### src/rtl/cpu_pkg.sv
// Shared definitions for the CPU pipeline hazard logic.
//   REG_AW      register-address width
//   fwd_sel_t   select code for the EX operand muxes
//   hz_stage_t  per-stage hazard record {rs1, rs2, rd, regwrite, memread}
//   HZ_BUBBLE   record value of an empty stage
package cpu_pkg;

   localparam int REG_AW = 5;

   typedef enum logic [1:0] {
      FWD_RF  = 2'b00,
      FWD_WB  = 2'b01,
      FWD_MEM = 2'b10
   } fwd_sel_t;

   typedef struct packed {
      logic [REG_AW-1:0] rs1;
      logic [REG_AW-1:0] rs2;
      logic [REG_AW-1:0] rd;
      logic              regwrite;
      logic              memread;
   } hz_stage_t;

   localparam hz_stage_t HZ_BUBBLE = '0;

   // True when a stage will write a register that a reader can pick up.
   // x0 is hard-wired to zero, so a write to it never produces a value.
   function automatic logic hz_writes(input hz_stage_t stg, input logic [REG_AW-1:0] src);
      return stg.regwrite && (stg.rd != '0) && (stg.rd == src);
   endfunction

endpackage

### src/rtl/forward_ctrl_fwd_sel.sv
// Operand forwarding select for one EX-stage ALU operand.
// Pure combinational priority compare: the younger producer (EX/MEM) wins
// over the older one (MEM/WB); with no producer the register file is used.
//   ex_mem  in  hazard record of the EX/MEM stage
//   mem_wb  in  hazard record of the MEM/WB stage
//   src     in  source register of the instruction in EX
//   sel     out mux select (FWD_MEM / FWD_WB / FWD_RF)
module fwd_sel
   import cpu_pkg::*;
(
   input  hz_stage_t         ex_mem,
   input  hz_stage_t         mem_wb,
   input  logic [REG_AW-1:0] src,
   output fwd_sel_t          sel
);

   always_comb begin
      sel = FWD_RF;
      if (hz_writes(ex_mem, src)) begin
         sel = FWD_MEM;
      end else if (hz_writes(mem_wb, src)) begin
         sel = FWD_WB;
      end
   end

endmodule

### src/rtl/forward_ctrl.sv
// Forwarding and load-use hazard controller for the 5-stage pipeline.
// Keeps shadow copies of the hazard-relevant fields of the instructions in
// ID/EX, EX/MEM and MEM/WB, drives the two EX operand-mux selects from them
// and raises the load-use stall.
//   clk_i          in  clock, rising edge
//   rst_i          in  synchronous active-high reset
//   id_valid_i     in  ID stage holds a real instruction
//   id_rs1_i       in  rs1 of the ID instruction
//   id_rs2_i       in  rs2 of the ID instruction
//   id_rd_i        in  rd of the ID instruction
//   id_regwrite_i  in  ID instruction writes rd
//   id_memread_i   in  ID instruction is a load
//   flush_i        in  branch taken, squash the ID instruction
//   forward_a_o    out operand-A select (00 RF, 10 EX/MEM, 01 MEM/WB)
//   forward_b_o    out operand-B select
//   stall_o        out hold PC and IF/ID, bubble ID/EX
//   stall_cnt_o    out saturating count of stall cycles since reset
// The register file is expected to write-through same-cycle WB/ID traffic;
// there is no ID-stage bypass here.
module forward_ctrl #(
   parameter int REG_AW = cpu_pkg::REG_AW,  // must match the package width
   parameter int CNT_W  = 32
) (
   input  logic              clk_i,
   input  logic              rst_i,
   input  logic              id_valid_i,
   input  logic [REG_AW-1:0] id_rs1_i,
   input  logic [REG_AW-1:0] id_rs2_i,
   input  logic [REG_AW-1:0] id_rd_i,
   input  logic              id_regwrite_i,
   input  logic              id_memread_i,
   input  logic              flush_i,
   output logic [1:0]        forward_a_o,
   output logic [1:0]        forward_b_o,
   output logic              stall_o,
   output logic [CNT_W-1:0]  stall_cnt_o
);

   import cpu_pkg::hz_stage_t;
   import cpu_pkg::fwd_sel_t;
   import cpu_pkg::HZ_BUBBLE;

   hz_stage_t id_ex;
   hz_stage_t ex_mem;
   hz_stage_t mem_wb;
   hz_stage_t id_stage;

   fwd_sel_t  sel_a;
   fwd_sel_t  sel_b;

   logic      load_use;
   logic      bubble;

   always_comb begin
      id_stage          = HZ_BUBBLE;
      id_stage.rs1      = id_rs1_i;
      id_stage.rs2      = id_rs2_i;
      id_stage.rd       = id_rd_i;
      id_stage.regwrite = id_regwrite_i;
      id_stage.memread  = id_memread_i;
   end

   // rs2 is compared even for instructions that ignore it; the occasional
   // false stall costs one cycle and keeps the decode-free compare simple.
   assign load_use = id_valid_i && id_ex.memread && (id_ex.rd != '0) &&
                     ((id_ex.rd == id_rs1_i) || (id_ex.rd == id_rs2_i));

   // A taken branch squashes the dependent instruction anyway, so the stall
   // is dropped to let IF redirect in the same cycle.
   assign stall_o = load_use && !flush_i;
   assign bubble  = stall_o || flush_i || !id_valid_i;

   always_ff @(posedge clk_i) begin
      if (rst_i) begin
         id_ex       <= HZ_BUBBLE;
         ex_mem      <= HZ_BUBBLE;
         mem_wb      <= HZ_BUBBLE;
         stall_cnt_o <= '0;
      end else begin
         id_ex  <= bubble ? HZ_BUBBLE : id_stage;
         ex_mem <= id_ex;
         mem_wb <= ex_mem;
         if (stall_o && (stall_cnt_o != {CNT_W{1'b1}})) begin
            stall_cnt_o <= stall_cnt_o + 1'b1;
         end
      end
   end

   fwd_sel u_fwd_a (
      .ex_mem (ex_mem),
      .mem_wb (mem_wb),
      .src    (id_ex.rs1),
      .sel    (sel_a)
   );

   fwd_sel u_fwd_b (
      .ex_mem (ex_mem),
      .mem_wb (mem_wb),
      .src    (id_ex.rs2),
      .sel    (sel_b)
   );

   assign forward_a_o = sel_a;
   assign forward_b_o = sel_b;

endmodule

### config.mk
export PLATFORM = sky130hd
export DESIGN_NAME = forward_ctrl
export DESIGN_NICKNAME = d
export VERILOG_FILES = /design/src/rtl/cpu_pkg.sv /design/src/rtl/forward_ctrl_fwd_sel.sv /design/src/rtl/forward_ctrl.sv
export SDC_FILE = /design/constraint.sdc
export NUM_CORES = 1
export LEC_CHECK = 0
export BUFFER_PORTS_ARGS = -buffer_cell sky130_fd_sc_hd__buf_2
export CAP_MARGIN = 20
export CORE_MARGIN = 1.5
export CORE_UTILIZATION = 59
export CTS_CLUSTER_DIAMETER = 60
export CTS_CLUSTER_SIZE = 16
export DETAILED_ROUTE_END_ITERATION = 10
export PLACE_DENSITY = 0.95
export SYNTH_ARGS = -nofsm -noshare
export SYNTH_HDL_FRONTEND = slang
export SYNTH_SLANG_ARGS = --single-unit
### constraint.sdc
create_clock -name clk_i -period 3.29 [get_ports clk_i]
set_clock_uncertainty 0.1 [all_clocks]
set_input_delay 0.4935 -clock clk_i [delete_from_list [all_inputs] [get_ports clk_i]]
set_output_delay 0.4935 -clock clk_i [all_outputs]
set_load 0.02 [all_outputs]
==> results.json <==
{
  "status": "completed",
  "die_area_mm2": 0.00537,
  "drv_slew": 0,
  "synth-edff-count": 0,
  "cts.sinks": 61,
  "hold_viol": 0,
  "layout-drive-gt1-share_pct": 24.3,
  "rsz0062_at_grt": "false",
  "start_kind": "flop",
  "rows": 25,
  "synth_compound_area_share_pct": 10.0,
  "cp-end-kind": "output pin",
  "ant_nets": 0,
  "grt_max_degree": 27,
  "grt_usage_pct": 27.3,
  "place_inst": 439,
  "grt_pass1_vias": 2517,
  "post_drt_via_cell_ratio": 5.70,
  "arrival_ns": 2.04,
  "hp-class": "primary input to flop",
  "crit_path_max_incr_delay_ns": 0.51,
  "postCtsHoldBufs": 0,
  "drv_cap": 0,
  "relSlewSlack_pct": 52.2,
  "cp_max_fo": 4,
  "yosysTopAreaCellShare_pct": 41.9,
  "yosysUniqueCellTypes": 48,
  "synth_top_family_by_area": "simple AND/OR/NAND/NOR gates",
  "hold_slack_ns": 0.247,
  "synthArstFlopShare_pct": 0,
  "drc_errors": 0,
  "synth.area.mux_share_pct": 2.79,
  "clkTransAtPathRegs_ns": 0.07,
  "synth_nets": 347,
  "criticalPathCategory": "flop to output pin",
  "htree_levels": 3,
  "final_cells": 454,
  "layout.nets": 405,
  "antenna-diode-count": 0,
  "post-cts-setup-buffer-count": 0,
  "tritoncts": "done",
  "fin_util_pct": 72.7,
  "via_count": 2586,
  "yosys_warnings": 0,
  "cts_buffers": 9,
  "fin_setup_tns_ns": 0,
  "pin_count": 58,
  "clockBufferDepth": 2,
  "fmax_ghz": 0.380,
  "clock_latency_ns": 0.35,
  "worst_path_most_repeated_cell": "nor4_1",
  "grt_pass1_wl_um": 11200,
  "first_pass_iters": 4,
  "die_w_um": 73.3,
  "io_buffer_count": 57,
  "drt_iter0_markers": 159,
  "wirelength_um": 6670,
  "synth_ff_type": "dfxtp_1",
  "yosys.area_share.simple_pct": 32.7,
  "die_y_um": 73.3,
  "synth_seq_cells": 61,
  "syn2layout_area_growth_pct": 18.5,
  "syn_area_per_cell_um2": 8.97,
  "synth_top_area_cell": "dfxtp_1",
  "crit_slowest_cell": "or4_1",
  "fin_crit_sh_pct": 80.1,
  "antenna_found_initial": 0,
  "syn_inst": 325,
  "core_mm2": 0.00475,
  "syn_area_mm2": 0.00292,
  "synthTopCellsByArea": "dfxtp_1 (42%), xnor2_1 (5.1%), xor2_1 (4.5%)",
  "peakVddDrop_uv": 365,
  "yosysSeqAreaShare_pct": 41.9,
  "root_buffer": "clkbuf_8",
  "report.final.setup_viol": 0,
  "period_minus_slack_ns": 2.63,
  "wl_per_cell_um": 14.7,
  "cts_resized": 0,
  "initial_core_util_pct": 61.3,
  "finalWeightedCongestion": 0.839,
  "synth_xor_area_share_pct": 9.61,
  "path_cells": "or4_1, o21ai_0, nor4_1, nor4_1, buf_2",
  "cp_top_family": "simple AND/OR/NAND/NOR gates",
  "worst-path-buf-inv": 1,
  "worstMarginPinSlew_ns": 0.714,
  "grt-ovfl-total": 0,
  "p_per_area_mw_per_mm2": 448,
  "worstPathRequired_ns": 2.70,
  "p_leak_nw": 1.37,
  "synthAdderAreaFrac_pct": 0.429,
  "dp_hpwl_um": 4570
}
-- worst reg2reg max path, stage by stage, from the launching register on --
cell and delay [ns]:
dfxtp_1 0.43, ha_1 0.23, nand2_1 0.11, nor3_2 0.34
nand4_1 0.28, nand3_1 0.55, nor4_1 0.13, mux2_2 0.30
-- power by group --
| group | internal (W) | switching (W) |
|---|---|---|
| Sequential | 0.000746 | 0.00000758 |
| Clock | 0.000442 | 0.000292 |
| Combinational | 0.0000291 | 0.0000310 |
-- cells in the final DEF (no fill, tap or decap), types with 2 or more instances in the layout --
cell type,n
o41ai_1,2
xor2_1,15
dfxtp_1,61
and2_1,19
mux2_2,5
nor2_2,2
or4_1,8
a21oi_1,20
xnor2_1,17
bufinv_16,2
buf_2,57
nand2_1,9
nor2_1,17
o21ai_0,14
nand4_2,2
o21ai_1,2
and4_1,2
nor3_1,5
nor2b_1,16
nand4_1,12
o31a_1,2
or3_1,15
nand3_1,25
clkbuf_8,10
nor3_2,5
and3_1,3
nor3b_1,2
o31ai_1,3
nor4_1,7
or4b_1,2
inv_1,6
-- worst paths after layout --
check	start	to	slack (ns)	cells after the start
worst max-delay path	ex_mem[2]$_SDFF_PP0_	forward_a_o[0]	0.66	5
worst min-delay path	id_rd_i[2]	id_ex[4]$_SDFF_PP0_	0.25	2
worst max register to register	stall_cnt_o[0]$_SDFFE_PP0P_	stall_cnt_o[15]$_SDFFE_PP0P_	0.73	7
worst min register to register	id_ex[1]$_SDFF_PP0_	ex_mem[1]$_SDFF_PP0_	0.34	1
-- synth_stat cells, types with 2 or more instances --
cell	count
clkbuf_1	8
xor2_1	15
dfxtp_1	61
and2_1	19
nor2b_1	16
xnor2_1	17
or3_1	15
o21ai_0	14
o21ai_1	2
nor2_2	2
o31ai_1	3
nor4_1	7
nand2_1	9
nor3_2	5
nand4_2	2
inv_1	6
mux2_2	5
and4_1	2
nor3_1	5
or4_1	8
a21oi_1	20
nand4_1	12
o31a_1	2
nand3_1	25
nor3b_1	2
nor2_1	17
or4b_1	2
and3_1	3
o41ai_1	2
-- state kept, by name (all words and copies together), names as in the netlist --
name and count:
ex_mem 6, stall_cnt_o 32, id_ex 17, mem_wb 6
-- logic make-up after synthesis --
| kind of cell | count (synthesis) |
|---|---|
| simple gates | 158 |
| flops | 61 |
| compound gates | 49 |
| xor+xnor | 32 |
| buf+inv | 17 |
| mux | 7 |
| fa+ha+maj | 1 |
-- through the flow --
step | cell area [µm²] | worst slack [ns] | power, W
global placement | 3240 | 0.708 | 0.000827
floorplan | 2920 | 0.760 | 0.000807
finish | 3460 | 0.656 | 0.00155
detailed placement | 3240 | 0.606 | 0.000830
global route | 3460 | 0.501 | 0.00159
CTS | 3460 | 0.639 | 0.00155
-- per-layer routing --
layer / GRT usage, % / routed length, µm / vias up
met5: 0 / 0 / -
met4: 9.47 / 99 / 0
met3: 8.37 / 351 / 10
met2: 47.6 / 3370 / 82
met1: 31.8 / 2850 / 1210
li1: - / - / 1284
-- cell type report --
| type | instances | area [µm²] |
|---|---|---|
| Sequential cell | 61 | 1220 |
| Fill cell | 356 | 1300 |
| Inverter | 6 | 22.5 |
| Tap cell | 67 | 83.8 |
| Clock inverter | 4 | 72.6 |
| Clock buffer | 11 | 141 |
| Multi-Input combinational cell | 247 | 1620 |
| Timing Repair Buffer | 58 | 293 |
Note: power is estimated with default switching activity, not from simulation.
